$ cat config.mk
export PLATFORM = sky130hd
export DESIGN_NAME = icode_count_ctrl
export DESIGN_NICKNAME = d
export VERILOG_FILES = /design/src/rtl/icode_count_ctrl.sv
export SDC_FILE = /design/constraint.sdc
export NUM_CORES = 1
export LEC_CHECK = 0
export ABC_CLOCK_PERIOD_IN_PS = 2100
export BUFFER_PORTS_ARGS = -buffer_cell sky130_fd_sc_hd__buf_2
export CORE_UTILIZATION = 46
export DETAILED_ROUTE_END_ITERATION = 10
export GPL_ROUTABILITY_DRIVEN = 0
export PLACE_DENSITY = 0.74
export SYNTH_ARGS = -nofsm -noshare
export SYNTH_HDL_FRONTEND = slang
export SYNTH_SLANG_ARGS = --single-unit
$ cat constraint.sdc
create_clock -name clock_i -period 2.1 [get_ports clock_i]
set_input_delay 0.21 -clock clock_i [delete_from_list [all_inputs] [get_ports clock_i]]
set_output_delay 0.21 -clock clock_i [all_outputs]
set_load 0.02 [all_outputs]
$ cat src/rtl/icode_count_ctrl.sv
// Instruction-code counter control: clears the count table, arbitrates two requesters
// onto a 1-cycle-latency issue stream, and on request drains the datapath and reads the table out.
module icode_count_ctrl #(
  parameter int ICODESIZE    = 4,
  parameter int COUNTBITS    = 4,
  parameter int DRAIN_CYCLES = 4
) (
  input  logic                 clock_i,
  input  logic                 reset_ni,
  input  logic                 req0_valid_i,
  input  logic [ICODESIZE-1:0] req0_icode_i,
  output logic                 req0_ready_o,
  input  logic                 req1_valid_i,
  input  logic [ICODESIZE-1:0] req1_icode_i,
  output logic                 req1_ready_o,
  input  logic                 dump_req_i,
  output logic                 busy_o,
  output logic                 iss_valid_o,
  output logic [ICODESIZE-1:0] iss_icode_o,
  output logic [ICODESIZE-1:0] mem_addr_o,
  output logic                 mem_we_o,
  output logic [COUNTBITS-1:0] mem_wdata_o,
  input  logic [COUNTBITS-1:0] mem_rdata_i,
  output logic                 dump_valid_o,
  output logic [ICODESIZE-1:0] dump_addr_o,
  output logic [COUNTBITS-1:0] dump_data_o,
  output logic                 dump_done_o
);

  localparam int DCW = (DRAIN_CYCLES > 1) ? $clog2(DRAIN_CYCLES) : 1;
  localparam logic [DCW-1:0]       DRAIN_LAST = DCW'(DRAIN_CYCLES - 1);
  localparam logic [ICODESIZE-1:0] ADDR_LAST  = '1;

  typedef enum logic [1:0] {
    CLEAR,
    RUN,
    DRAIN,
    DUMP
  } state_e;

  state_e               state_q;
  logic [ICODESIZE-1:0] addr_q;
  logic [ICODESIZE-1:0] addr_d;
  logic [DCW-1:0]       drain_q;
  logic                 ptr_q;
  logic                 iss_valid_q;
  logic [ICODESIZE-1:0] iss_icode_q;
  logic                 dump_valid_q;
  logic [ICODESIZE-1:0] dump_addr_q;
  logic                 dump_done_q;
  logic                 arb_en;
  logic                 gnt0;
  logic                 gnt1;

  // ptr_q == 0 points at req0; a lone requester wins regardless of the pointer.
  assign arb_en = (state_q == RUN) && !dump_req_i;
  assign gnt0   = arb_en && req0_valid_i && (!req1_valid_i || !ptr_q);
  assign gnt1   = arb_en && req1_valid_i && (!req0_valid_i ||  ptr_q);
  assign addr_d = addr_q + 1'b1;

  always_ff @(posedge clock_i or negedge reset_ni) begin
    if (!reset_ni) begin
      state_q      <= CLEAR;
      addr_q       <= '0;
      drain_q      <= '0;
      ptr_q        <= 1'b0;
      iss_valid_q  <= 1'b0;
      iss_icode_q  <= '0;
      dump_valid_q <= 1'b0;
      dump_addr_q  <= '0;
      dump_done_q  <= 1'b0;
    end else begin
      iss_valid_q  <= gnt0 | gnt1;
      iss_icode_q  <= gnt0 ? req0_icode_i : (gnt1 ? req1_icode_i : '0);
      dump_valid_q <= 1'b0;
      dump_addr_q  <= '0;
      dump_done_q  <= 1'b0;
      if (gnt0) begin
        ptr_q <= 1'b1;
      end else if (gnt1) begin
        ptr_q <= 1'b0;
      end

      case (state_q)
        CLEAR: begin
          addr_q <= addr_d;
          if (addr_q == ADDR_LAST) begin
            state_q <= RUN;
          end
        end
        RUN: begin
          if (dump_req_i) begin
            state_q <= DRAIN;
            drain_q <= '0;
          end
        end
        DRAIN: begin
          if (drain_q == DRAIN_LAST) begin
            state_q <= DUMP;
            addr_q  <= '0;
          end else begin
            drain_q <= drain_q + 1'b1;
          end
        end
        DUMP: begin
          // The cycle after the last address only presents the final beat.
          if (dump_done_q) begin
            state_q <= RUN;
          end else begin
            dump_valid_q <= 1'b1;
            dump_addr_q  <= addr_q;
            dump_done_q  <= (addr_q == ADDR_LAST);
            addr_q       <= addr_d;
          end
        end
        default: state_q <= CLEAR;
      endcase
    end
  end

  assign req0_ready_o = gnt0;
  assign req1_ready_o = gnt1;
  assign busy_o       = (state_q != RUN);
  assign iss_valid_o  = iss_valid_q;
  assign iss_icode_o  = iss_icode_q;
  assign mem_addr_o   = addr_q;
  assign mem_we_o     = (state_q == CLEAR);
  assign mem_wdata_o  = '0;
  // Table read data returns one cycle after the address, aligned with the registered beat.
  assign dump_valid_o = dump_valid_q;
  assign dump_addr_o  = dump_addr_q;
  assign dump_data_o  = dump_valid_q ? mem_rdata_i : '0;
  assign dump_done_o  = dump_done_q;

endmodule

After elaboration in Yosys (flattened, before gate mapping)
Cells that the tools add are included.
{"block": "op_classes", "n_div": 0, "bitwise": 1, "mul": 0, "n_addsub": 2, "eq_ne": 12, "mux": 22, "reduce_logical": 18, "n_shift": 0, "n_lt_le_gt_ge": 0}
{"op": "two-way mux 4 bit", "count": 7}
{"op": "two-way mux 2 bit", "count": 6}
{"op": "case mux 4 bit (3 select lines)", "count": 1}
{"op": "!= test 2 bit, second input constant", "count": 5}
{"op": "case mux 2 bit (4 select lines)", "count": 1}
{"op": "equality test 2 bit, second input constant", "count": 3}
{"op": "two-way mux 1 bit", "count": 6}
{"op": "AND reduction 3 bit", "count": 2}
{"op": "logical AND 1 bit", "count": 5}
{"op": "adder 4 x 1 -> 4 bit, second input constant", "count": 1}
{"op": "equality test 4 bit, second input constant", "count": 1}
{"op": "zero test 1 bit", "count": 4}
{"op": "!= test 2 x 1 -> 1 bit, second input constant", "count": 2}
{"op": "case mux 2 bit (2 select lines)", "count": 1}
{"op": "AND reduction 4 bit", "count": 1}
{"op": "nonzero test 2 bit", "count": 2}
{"op": "nonzero test 3 bit", "count": 1}
{"op": "adder 2 x 1 -> 2 bit, second input constant", "count": 1}
{"op": "equality test 2 x 1 -> 1 bit, second input constant", "count": 1}
{"op": "zero test 2 bit", "count": 1}
{"op": "logical OR 1 bit", "count": 2}
{"op": "OR 1 bit", "count": 1}
{"block": "totals", "ram_bits": 0, "latchBits": 0, "out_inout_bits": 27, "ff_bits": 20, "memories": 0, "romBits": 0}

Logic depth before layout (Yosys ltp)
{"block": "depth", "ltp_word": 6, "depth_mapped": 6, "ltp_nobuf": 5}

Worst setup path after synthesis
No wires, ideal clock.
{"block": "synth_timing", "path_type": "register to register", "start": "reg addr_q[0] (netlist: mem_addr_o[0])", "end": "reg state_q[1]", "t_arrival_ns": 1.569, "n_path_buf": 0, "setup_slack_ns": 0.406, "path_stages_with_launch": 5, "t_required_ns": 1.975, "path_cell_list": "dfrtp_1 ha_1 nand3_2 a2111oi_4 mux2_4"}
{"block": "synth_between", "elab_chain_cells": 3}
{"element": "start, declared", "line_no": "42", "rtl": "logic [ICODESIZE-1:0] addr_q;"}
{"element": "start signal, assigned", "line_no": "86", "rtl": "addr_q <= addr_d;"}
{"element": "start signal, assigned", "line_no": "113", "rtl": "addr_q <= addr_d;"}
{"element": "equality test 4 bit", "line_no": "87", "rtl": "if (addr_q == ADDR_LAST) begin"}
{"element": "!= test 2 x 1 -> 1 bit (no source line)"}
{"element": "AND reduction 4 bit (no source line)"}
{"element": "end signal, assigned", "line_no": "88", "rtl": "state_q <= RUN;"}
{"element": "end signal, assigned", "line_no": "93", "rtl": "state_q <= DRAIN;"}
{"element": "end signal, assigned", "line_no": "99", "rtl": "state_q <= DUMP;"}
{"element": "end, declared", "line_no": "41", "rtl": "state_e state_q;"}
No other way between the ends.
A chain may end at the register's enable or synchronous reset.

Worst setup path in the final report
{"block": "layout_timing", "start": "reg state_q[1]", "end": "out req0_ready_o"}
{"block": "layout_between", "elab_chain_cells": 4}
{"element": "start signal, assigned", "line_no": "63", "rtl": "state_q <= CLEAR;"}
{"element": "start signal, assigned", "line_no": "88"}
{"element": "start signal, assigned", "line_no": "93"}
{"element": "equality test 2 x 1 -> 1 bit", "line_no": "56", "rtl": "assign arb_en = (state_q == RUN) && !dump_req_i;"}
{"element": "logical AND 1 bit", "line_no": "56"}
{"element": "logical AND 1 bit (2 in series)", "line_no": "57", "rtl": "assign gnt0 = arb_en && req0_valid_i && (!req1_valid_i || !ptr_q);"}
{"element": "end, declared", "line_no": "12", "rtl": "output logic req0_ready_o,"}
No other way between the ends.

==> metrics.txt <==
status complete, no violations; Initial Util 50.9%; Clock Skews 0.00673 ns; switching power 739 uW; share of cells above drive strength 1 40.5%; DRC Markers 0; Yosys top cell area share 48.2%; Final Setup Violations 0; synth top area cells dfrtp_1 (48%), ha_1 (7.2%), a22o_1 (5.9%), and2_1 (4.8%), buf_4 (2.9%); Leak 0.000696 uW; Synth top cells by count dfrtp_1 (20), and2_1 (8), a22o_1 (7), ha_1 (6), inv_1 (6); met3 usage 3.40%; DP Wirelength 1430 um; Core ar. 2040 um2; max-cap violation count 0; Yosys cell types 37; pwr/cell area 1380 nW/um2; gr busiest metal met2; clock root buffer clkbuf_4; clk sinks 20; sw frac 42.1%; wire per inst 11.4 um; Post-Layout Cell Count 158; M1 GR Usage 18.9%; # diodes 0; Area Growth Syn to Fin 22.4%; FF/Latch Area 500 um2; I/O Pins 44; Syn Std Cell Area 1040 um2; largest net degree at the start of global routing 21; Die X 49.5 um; maximum buffer depth of the clock tree 2; TritonCTS buffer count 3; residual overflow from global routing 0; number of global-route vias before repair 695; worst min path class in -> reg; global-route wire length before repair 2950 um; post-synthesis cell count 91; Crit path required time 1.89 ns; # nets final 156; critical path peak fanout 7; internal cell power 1020 uW; H-tree depth 1; top cell type by total area after synthesis dfrtp_1; warnings from Yosys 0; clk_lat worst skew 0.30 ns; Max VDD drop 0.000712 V; final hold vios 0; initial antenna violation count 0; period utilisation layout 93.3%; First-pass DRT Iterations 4; worst setup path class reg -> out; Post-synth EDFFs 0; DRT iter0 DRCs 4; FF+latch count, synth 20; met2 GRT Util 26.9%; Worst setup EP type output port; RSZ-0062 raised after global routing false; remaining antenna violation count 0; Setup crit start kind flop; Async SR Flop Fraction 100%; Cells after DPL 154; Slew Limit Fails 0; postcts setup bufs 0; Data arrival, critical path 1.75 ns; Total GRT Usage 16.1%; count leader, synth dfrtp_1; Tmin final 1.96 ns; row count 16; TNS Setup 0 ns; Routed WL 1810 um; vias per cell 4.90; Reg clk slew, reported paths 0.10 ns; Combinational Power Share 55.0%; CTS tree done; vias 774; die height 49.5 um; fillcell total 180; Avg Inst Size Synth 11.4 um2; area of the multi-input gates 487 um2; # port buffers 39; die area 2450 um2; FMAX 510 MHz; Clock Power Share 10.1%; most used flip-flop cell after synthesis dfrtp_1; sequential area share after synthesis 48.2%; sequential share of power 34.8%
## placed cells by master, fill, tap and decap left out, drive strengths merged
cell,n
buf,39
a2111oi,1
and3,1
a22o,7
a22oi,1
inv,6
conb,4
o21bai,1
clkbuf,3
a21o,1
o21ai,1
ha,6
and2b,1
dlygate4sd3,1
o221ai,1
o211ai,1
mux2,2
o31ai,1
mux2i,2
nand3b,1
and2,9
nor3,1
nor2b,2
or3,1
nand2,5
nand2b,2
a21oi,2
dfrtp,20
nor2,3
or2,2
xnor2,1
nand3,2
## power by group through the flow
stage / sequential (uW) / combinational, uW / clock, uW
after floorplan: 708 / 654 / 0
after detailed placement: 622 / 968 / 0
final: 612 / 967 / 178
after global placement: 614 / 943 / 0
after global routing: 635 / 1060 / 194
after CTS: 614 / 972 / 183
## registers in the layout, summed over array words and instances (netlist names)
| signal | flops |
|---|---|
| drain_q | 2 |
| dump_addr_o | 4 |
| dump_done_o | 1 |
| dump_valid_o | 1 |
| iss_icode_o | 4 |
| iss_valid_o | 1 |
| mem_addr_o | 4 |
| ptr_q | 1 |
| state_q | 2 |
## metrics by stage
stage	total power (uW)	setup WS (ns)	instance area, um2	util [%]	hold slack, ns
floorplan	1360	0.406	1050	-	-0.0856
global placement	1560	0.373	1230	60.4	0.176
detailed placement	1590	0.301	1230	60.4	0.176
CTS	1770	0.0251	1260	61.9	0.111
global route	1890	0.00815	1270	62.3	0.124
finish	1760	0.141	1270	62.3	0.112
## final cells by class
class / instances / area share, %
sequential: 20 / 39.4
multi-input combinational: 62 / 38.3
timing repair buffer: 40 / 16.1
tap: 27 / 2.66
clock buffer: 3 / 1.77
inverter: 6 / 1.77
## cells by family after synthesis
kind of cell	synth area share (%)
mux	4.46
xor+xnor	0.844
compound gates	14.5
other cells	0.361
buf+inv	6.63
fa+ha+maj	7.23
simple gates	17.8
flops	48.2
## final timing paths
check | startpoint | end | slack, ns | cells past startpoint
hold reg to reg | drain_q[1] | drain_q[1] | 0.56 | 2
max in group asynchronous | reset_ni | mem_addr_o[2] | 1.44 | 2
setup / recovery | state_q[1] | req0_ready_o | 0.14 | 5
hold / removal | req1_icode_i[1] | iss_icode_o[1] | 0.11 | 2
setup reg to reg | state_q[0] | state_q[1] | 0.30 | 5
min in group asynchronous | reset_ni | dump_valid_o | 0.36 | 2
## per-layer routing
| metal | wire length [um] | vias to the layer above |
|---|---|---|
| met5 | 0 | - |
| met4 | 44 | 0 |
| met3 | 113 | 5 |
| met2 | 842 | 27 |
| met1 | 805 | 357 |
| li1 | - | 385 |
## critical path, cell delays in order (launching register included)
cell     delay [ns]
dfrtp_1        0.42
inv_1          0.10
ha_1           0.24
and2b_2        0.23
and3_2         0.27
buf_2          0.19
## what timing repair did
item,in CTS,in global routing
endpoints found under the setup margin,0,2
hold buffers,1,0
gates resized for setup,0,3
endpoints found under the hold margin,20,0
Power figures use the tool's default switching activity.
